`config.mk`:
```
export PLATFORM = sky130hd
export DESIGN_NAME = vliw_fetch_ctrl
export DESIGN_NICKNAME = d
export VERILOG_FILES = /design/src/rtl/vliw_pkg.sv /design/src/rtl/vliw_bundle_has_load.sv /design/src/rtl/vliw_fetch_ctrl.sv
export SDC_FILE = /design/constraint.sdc
export NUM_CORES = 1
export LEC_CHECK = 0
export ABC_CLOCK_PERIOD_IN_PS = 6500
export CAP_MARGIN = 10
export CORE_AREA = 2 2 230 232
export CTS_CLUSTER_DIAMETER = 80
export DETAILED_ROUTE_END_ITERATION = 10
export DIE_AREA = 0 0 232 234
export PLACE_DENSITY = 0.5
export SLEW_MARGIN = 10
export SYNTH_ARGS = -nofsm -noshare
export SYNTH_HDL_FRONTEND = slang
export SYNTH_SLANG_ARGS = --single-unit
```
`constraint.sdc`:
```
create_clock -name clock -period 6.5 [get_ports clock]
set_clock_uncertainty 0.15 [all_clocks]
set_input_delay 0.65 -clock clock [delete_from_list [all_inputs] [get_ports clock]]
set_output_delay 0.65 -clock clock [all_outputs]
set_load 0.05 [all_outputs]
```
`src/rtl/vliw_pkg.sv`:
```
// Shared definitions for the VLIW fetch controller: bundle layout, opcodes and FSM encoding.
package vliw_pkg;

  localparam int BUNDLE_W = 64;
  localparam int LIT_W    = 192;
  localparam int OP_W     = 4;

  localparam logic [OP_W-1:0] OP_NOP  = 4'b0000;
  localparam logic [OP_W-1:0] OP_LOAD = 4'b0100;

  // Opcode field LSB of each of the three issue slots.
  localparam int SLOT0_LSB = 55;
  localparam int SLOT1_LSB = 35;
  localparam int SLOT2_LSB = 15;

  typedef enum logic [1:0] {
    ST_IDLE   = 2'd0,
    ST_IFETCH = 2'd1,
    ST_DFETCH = 2'd2,
    ST_ISSUE  = 2'd3
  } fetch_state_e;

endpackage

```
`src/rtl/vliw_bundle_has_load.sv`:
```
// Flags a bundle in which any of the three slot opcodes is LOAD.
module vliw_bundle_has_load
  import vliw_pkg::*;
(
  input  logic [BUNDLE_W-1:0] bundle,
  output logic                has_load
);

  assign has_load = (bundle[SLOT0_LSB +: OP_W] == OP_LOAD)
                  | (bundle[SLOT1_LSB +: OP_W] == OP_LOAD)
                  | (bundle[SLOT2_LSB +: OP_W] == OP_LOAD);

endmodule

```
`src/rtl/vliw_fetch_ctrl.sv`:
```
// VLIW fetch sequencer: owns the PC, fetches bundles and literal data over req/ack,
// and drives NOP insertion (flush) whenever no valid bundle is issuing.
module vliw_fetch_ctrl
  import vliw_pkg::*;
#(
  parameter int                ADDR_W   = 16,
  parameter logic [ADDR_W-1:0] RESET_PC = '0
) (
  input  logic                clock,
  input  logic                reset,
  input  logic                run,
  input  logic                stall,
  input  logic                redirect,
  input  logic [ADDR_W-1:0]   redirect_pc,
  output logic                imem_req,
  output logic [ADDR_W-1:0]   imem_addr,
  input  logic                imem_ack,
  input  logic [BUNDLE_W-1:0] imem_rdata,
  output logic                dmem_req,
  output logic [ADDR_W-1:0]   dmem_addr,
  input  logic                dmem_ack,
  input  logic [LIT_W-1:0]    dmem_rdata,
  output logic [BUNDLE_W-1:0] word,
  output logic [LIT_W-1:0]    data,
  output logic                flush,
  output logic [ADDR_W-1:0]   pc
);

  fetch_state_e      state, next_state;
  logic              redir_pend;
  logic [ADDR_W-1:0] redir_target;
  logic              has_load;
  logic              squash;

  vliw_bundle_has_load u_has_load (
    .bundle   (imem_rdata),
    .has_load (has_load)
  );

  // A transaction that completes while a redirect is live or pending is thrown away.
  assign squash = redirect | redir_pend;

  // NOTE: sequential state uses non-blocking assignments so every register samples pre-edge values.
  always_ff @(posedge clock) begin
    if (reset) state <= ST_IDLE;
    else       state <= next_state;
  end

  always_comb begin
    // NOTE: default assignment first so no path leaves next_state unassigned (no latch).
    next_state = state;
    case (state)
      ST_IDLE:   if (run) next_state = ST_IFETCH;
      ST_IFETCH: if (imem_ack) begin
                   if (squash)        next_state = ST_IFETCH;
                   else if (has_load) next_state = ST_DFETCH;
                   else               next_state = ST_ISSUE;
                 end
      ST_DFETCH: if (dmem_ack) next_state = squash ? ST_IFETCH : ST_ISSUE;
      ST_ISSUE:  if (redirect || !stall) next_state = run ? ST_IFETCH : ST_IDLE;
      default:   next_state = ST_IDLE;
    endcase
  end

  always_comb begin
    imem_req  = (state == ST_IFETCH);
    dmem_req  = (state == ST_DFETCH);
    flush     = (state != ST_ISSUE) | redirect | redir_pend;
    imem_addr = pc;
    dmem_addr = pc;
  end

  always_ff @(posedge clock) begin
    if (reset) begin
      pc           <= RESET_PC;
      word         <= '0;
      data         <= '0;
      redir_pend   <= 1'b0;
      redir_target <= '0;
    end else begin
      case (state)
        ST_IDLE: if (redirect) pc <= redirect_pc;
        ST_IFETCH: begin
          if (imem_ack) begin
            redir_pend <= 1'b0;
            if (redirect)        pc <= redirect_pc;
            else if (redir_pend) pc <= redir_target;
            else begin
              word <= imem_rdata;
              if (!has_load) data <= '0;
            end
          end else if (redirect) begin
            redir_pend   <= 1'b1;
            redir_target <= redirect_pc;
          end
        end
        ST_DFETCH: begin
          if (dmem_ack) begin
            redir_pend <= 1'b0;
            if (redirect)        pc   <= redirect_pc;
            else if (redir_pend) pc   <= redir_target;
            else                 data <= dmem_rdata;
          end else if (redirect) begin
            redir_pend   <= 1'b1;
            redir_target <= redirect_pc;
          end
        end
        ST_ISSUE: begin
          if (redirect)    pc <= redirect_pc;
          else if (!stall) pc <= pc + ADDR_W'(1);
        end
        default: ;
      endcase
    end
  end

endmodule

```
==> out/metrics.cfg, run 1 <==
[layout]
layout.cells.non_filler = 2637
fill_cells = 5399
multi_input_area_sq_um = 4910
regArea_sq_um = 5830
layout-area-overhead-vs-synth_pct = 64.9
postLayoutCoreUtil = 0.365
fin_area_sq_um = 19000
final_layout_size_suffix_gt1_frac = 0.0452
fin_nets = 2207
final_common_cell = clkdlybuf4s50_1
layout_common_cells = clkdlybuf4s50_1, nand2_1, dfxtp_1, a21oi_1, nand3_1

[worst_setup_path]
max_stage_delay_ns = 0.70
crit_path_max_fanout = 12
cp_num_buf_inv = 1
path_cells = ha_1 -> nand2b_1 -> or2_2 -> clkdlybuf4s50_1
crit_arrival_ns = 2.82
required_ns = 5.70
critPathTopFamily = buffers and inverters
reg2reg_slack_ns = 3.18
critPathLaunchType = register
critPathKind = reg -> out
slowest_stage = clkdlybuf4s50_1
end_kind = output port

[timing]
rsz0062_at_grt = no
max_freq_ghz = 0.276
tns_ns = 0
maxSlewHeadroom = 0.272
finalCritPeriodShare = 0.557
fin_ws_ns = 2.88
fin_hold_ws_ns = 0.293
drv_slew = 0
period_needed_ns = 3.62
hold_violations = 0
setup_violations = 0
worst_pin_slew_ns = 1.09

[hold_path]
hold_path_class = in -> reg

[clock_network]
cts_buffer_depth = 3
htreeDepth = 2
post_cts_buffers = 0
cts.sinks = 291
clk_pin_slew_ns = 0.06
postCtsHoldBufs = 0
cts_made_buffers = 38
cts_tree = done
cts_root_buf = clkbuf_16
clock_latency_ns = 0.53
cts_resized = 0

[routing]
via_per_inst = 4.51
drtIter0Drc = 708
ant_nets = 0
routed-via-count = 11900
dr.pass1.iters = 5
wl_um = 46900
drc = 0
post_drt_wl_per_cell_um = 17.8

[synth]
synth_top_area_cell = dfxtp_1
synth_warnings = 0
syn-cell-area_sq_um = 11500
syn_nets = 1724
dominantRegCellSynth = dfxtp_1
synth-seq-cells = 291
syn_inst = 1438
synth_cell_type_count = 49
ys_seq_area_frac = 0.506
synth-edff-count = 0
synth_top_area_share = 0.506
synth_area_leaders = dfxtp_1, nand2_1, a21oi_1
syn_area_per_cell_sq_um = 8.01
async_flop_share = 0

[floorplan]
ios = 586
rows = 84
die_area_sq_um = 54300
start_util = 0.221
core_sq_um = 52000
die_w_um = 232
dieHeight_um = 234

[global_route]
grt_pass1_wl_um = 68700
grt_antenna_before_repair = 2
grt_max_degree = 177
gr-usage-all-layers = 0.161
grt_pass1_vias = 11400
grt-ovfl-total = 0

[place]
placed_area_sq_um = 17600
dp_hpwl_um = 31900
dpl_worst_slack_ns = 2.83
portBuffers = 585
gp_congestion = 0.804
dp.cells = 2569

[power_and_ir_drop]
pwr_density_cell_nw_per_um2 = 262
ir_drop_mv = 0.182
leakagePower_nw = 6.32
total_power_mw = 4.98

[status]
outcome = completed

[flow_run]
cap_violations = 0

==> final cells by class <==
cell class	count	share of cell area
Timing Repair Buffer	599	0.317
Sequential cell	291	0.307
Multi-Input combinational cell	981	0.259
Clock buffer	56	0.0633
Tap cell	688	0.0453
Clock inverter	11	0.00738
Inverter	10	0.00198
Antenna cell	1	0.000132
==> Yosys cell counts (7+ instances only) <==
cell type and n:
a21oi_1 261, a22o_1 16, nand2_1 349, buf_4 51, ha_1 7, clkbuf_1 94
a31oi_1 8, nand3_1 199, a221oi_1 7, nor2_1 30, dfxtp_1 291, nand4_1 7
mux2i_1 17, o21ai_0 8, nor3_1 9, inv_1 9
==> sequential cells by signal (all words and copies together), names as in the netlist <==
name / count
state: 2
word: 64
dmem_addr: 16
data: 192
redir_target: 16
redir_pend: 1
==> final timing paths <==
path / endpoint / cells after the start / startpoint
hold reg to reg: data[166]$_SDFFE_PP0P_ / 2 / data[166]$_SDFFE_PP0P_
hold / removal: word[8]$_SDFFE_PP0P_ / 2 / reset
setup reg to reg: dmem_addr[14]$_SDFFE_PP0P_ / 6 / state[1]$_SDFFE_PP0P_
setup / recovery: flush / 4 / state[1]$_SDFFE_PP0P_
==> routing by layer <==
metal | GRT usage | part of all wire | vias to the layer above
li1 | - | - | 5854
met1 | 0.190 | 0.40 | 5599
met2 | 0.282 | 0.51 | 408
met3 | 0.0505 | 0.081 | 40
met4 | 0.0427 | 0.015 | 2
met5 | 0 | 0.00030 | -
==> power by group <==
part | switching, mW | internal [mW]
clock | 0.826 | 1.40
combinational | 0.546 | 0.335
sequential | 0.0472 | 1.83
==> worst reg2reg max path: cells and delay by family, from the launching register on <==
kind	cells	cell delay [ns]
AND/OR/NAND/NOR	1	0.73
adder cells (fa/ha/maj)	1	0.52
AO/OA/AOI/OAI	3	1.17
buffers and inverters	1	0.25
flip-flops	1	0.42
==> cell families after synthesis <==
family                   Yosys count  synth area share
AO/OA/AOI/OAI                    332             0.162
XOR/XNOR                           3           0.00228
adder cells (fa/ha/maj)            7           0.00760
buffers and inverters            166            0.0714
flip-flops                       291             0.506
multiplexers                      20            0.0177
AND/OR/NAND/NOR                  619             0.233
(Power assumes the default switching activity.)
==> run 2: changes to the inputs <==
--- a/config.mk
+++ b/config.mk
@@ -5,13 +5,13 @@
 export SDC_FILE = /design/constraint.sdc
 export NUM_CORES = 1
 export LEC_CHECK = 0
-export ABC_CLOCK_PERIOD_IN_PS = 6500
+export ABC_CLOCK_PERIOD_IN_PS = 3090
 export CAP_MARGIN = 10
 export CORE_AREA = 2 2 230 232
 export CTS_CLUSTER_DIAMETER = 80
 export DETAILED_ROUTE_END_ITERATION = 10
 export DIE_AREA = 0 0 232 234
-export PLACE_DENSITY = 0.5
+export PLACE_DENSITY = 0.52
 export SLEW_MARGIN = 10
 export SYNTH_ARGS = -nofsm -noshare
 export SYNTH_HDL_FRONTEND = slang
==> constraint.sdc (replaced) <==
create_clock -name clock -period 3.09 [get_ports clock]
set_clock_uncertainty 0.15 [all_clocks]
set_input_delay 0.309 -clock clock [delete_from_list [all_inputs] [get_ports clock]]
set_output_delay 0.309 -clock clock [all_outputs]
set_load 0.05 [all_outputs]
==> run 2 against run 1 <==
Net effect: worst setup slack got worse by 2.6 ns; count of clock-buffer cells in the layout decreased by 3; die area unchanged; first-iteration DRC count decreased by 5.2%; non-clock buffer count increased by 25; sequential power increased by 110%; combinational power increased by 120%; flip-flop and latch count unchanged; routed wire length decreased by 2.1%.
==> out/metrics.cfg, run 2 (synthesized netlist as in run 1, its figures left out) <==
[place]
dp_hpwl_um = 32600
portBuffers = 585
gp_congestion = 0.853

[power_and_ir_drop]
pwr-share-seq = 0.393
p_sw_mw = 2.92
total_power_mw = 10.0
power_frac_comb = 0.194
ir_drop_mv = 0.300
switching_share = 0.290
leakagePower_nw = 6.42
pwr_density_cell_nw_per_um2 = 524
clkPwrFrac = 0.413
p_int_mw = 7.13

[floorplan]
dieHeight_um = 234
core_sq_um = 52000
ios = 586
start_util = 0.221
rows = 84
die_w_um = 232
die_area_sq_um = 54300

[global_route]
grt_pass1_vias = 11500
grt_antenna_before_repair = 2
gr-usage-all-layers = 0.159
grt_pass1_wl_um = 68200
grt_max_degree = 111
grt-ovfl-total = 0

[layout]
fill_cells = 5365
regArea_sq_um = 5830
layout_common_cells = clkdlybuf4s50_1, nand2_1, dfxtp_1, a21oi_1, nand3_1
final_common_cell = clkdlybuf4s50_1
largest_register_ffs = 192
layout-area-overhead-vs-synth_pct = 66.5
fin_nets = 2232
multi_input_area_sq_um = 4910
final_layout_size_suffix_gt1_frac = 0.0534
top_register = data
reg_top3 = data (192), word (64)

[clock_network]
cts_made_buffers = 38
cts_buffer_depth = 3
cts_resized = 0
postCtsHoldBufs = 0
post_cts_buffers = 0
cts_root_buf = clkbuf_16
clk_pin_slew_ns = 0.05
cts_tree = done
htreeDepth = 2
cts.sinks = 291
clock_latency_ns = 0.53

[worst_setup_path]
critPathKind = reg -> out
required_ns = 2.63
startpoint = state[1]$_SDFFE_PP0P_
crit_path_max_fanout = 8
r2r_cells = 8
r2r_end = dmem_addr[0]$_SDFFE_PP0P_
crit_arrival_ns = 2.34
r2r-start = state[1]$_SDFFE_PP0P_
endpoint = imem_req
end_kind = output port
critPathLaunchType = register
reg2reg_slack_ns = 0.51

[timing]
period_needed_ns = 2.80
finalCritPeriodShare = 0.907
fin_hold_ws_ns = 0.143
hold_violations = 0
rsz0062_at_grt = no
tns_ns = 0
worst_pin_slew_ns = 0.857
drv_slew = 0
max_freq_ghz = 0.357
setup_violations = 0
maxSlewHeadroom = 0.429

[routing]
via_per_inst = 4.54
dr.pass1.iters = 5
post_drt_wl_per_cell_um = 17.3
wl_um = 45900
routed-via-count = 12100
drtIter0Drc = 671
drc = 0
ant_nets = 0

[hold_path]
hold_path_class = in -> reg

[flow_run]
cap_violations = 0

[status]
outcome = completed

run 2: cell count changes in the layout (fill, tap and decap cells not counted), sizes merged:
| cell | previous run | this run |
|---|---|---|
| buf | 14 | 40 |
| bufinv | 3 | 0 |
| clkbuf | 57 | 54 |
| clkdlybuf4s50 | 584 | 583 |
| diode | 1 | 2 |
run 2: power groups by stage:
stage	Sequential, mW	Clock [mW]	Combinational, mW
after floorplan	4.23	0	0.888
after detailed placement	4.02	0	1.96
final	3.94	4.15	1.95
after global placement	4.02	0	1.95
after CTS	3.94	4.32	1.96
after global routing	3.96	4.47	2.07
run 2: final cells by class:
class                   instances  area share
diodes                          2    0.000261
clock buffers                  53      0.0578
clock inverters                 8     0.00300
inverters                      10     0.00196
multi-input cells             981       0.256
flip-flops and latches        291       0.304
well taps                     688      0.0449
repair buffers                624       0.332
run 2: critical path, stage by stage, from the launching register on:
cell and delay (ns):
dfxtp_1 0.35, inv_1 0.12, ha_1 0.42, clkdlybuf4s50_1 0.92
run 2: how the worst min path moves through the flow:
stage                               start                             to  slack [ns]  cells after the start
CTS                                 reset  redir_target[10]$_SDFFE_PP0P_        0.12                      2
global placement    data[87]$_SDFFE_PP0P_          data[87]$_SDFFE_PP0P_        0.29                      2
detailed placement  data[36]$_SDFFE_PP0P_          data[36]$_SDFFE_PP0P_        0.29                      2
finish                              reset  redir_target[12]$_SDFFE_PP0P_        0.14                      2
floorplan                   imem_rdata[0]           word[0]$_SDFFE_PP0P_        0.30                      2
global route               imem_rdata[41]          word[41]$_SDFFE_PP0P_        0.15                      3
run 2: routing by layer:
metal | GRT usage | wire (um) | up-vias
met5 | 0 | 0 | -
met4 | 0.0459 | 1080 | 0
met3 | 0.0499 | 3610 | 63
met2 | 0.273 | 22700 | 436
met1 | 0.190 | 18600 | 5651
li1 | - | - | 5909
run 2: through the flow:
step	worst slack, ns	instance area (sq um)	utilization	std cells
6_report	0.289	19200	0.369	2657
3_5_place_dp	0.145	18000	0.346	2594
4_1_cts	0.259	19200	0.369	2655
5_1_grt	0.188	19200	0.369	2656
2_1_floorplan	0.596	11500	-	1438
3_3_place_gp	0.133	18000	0.346	2594
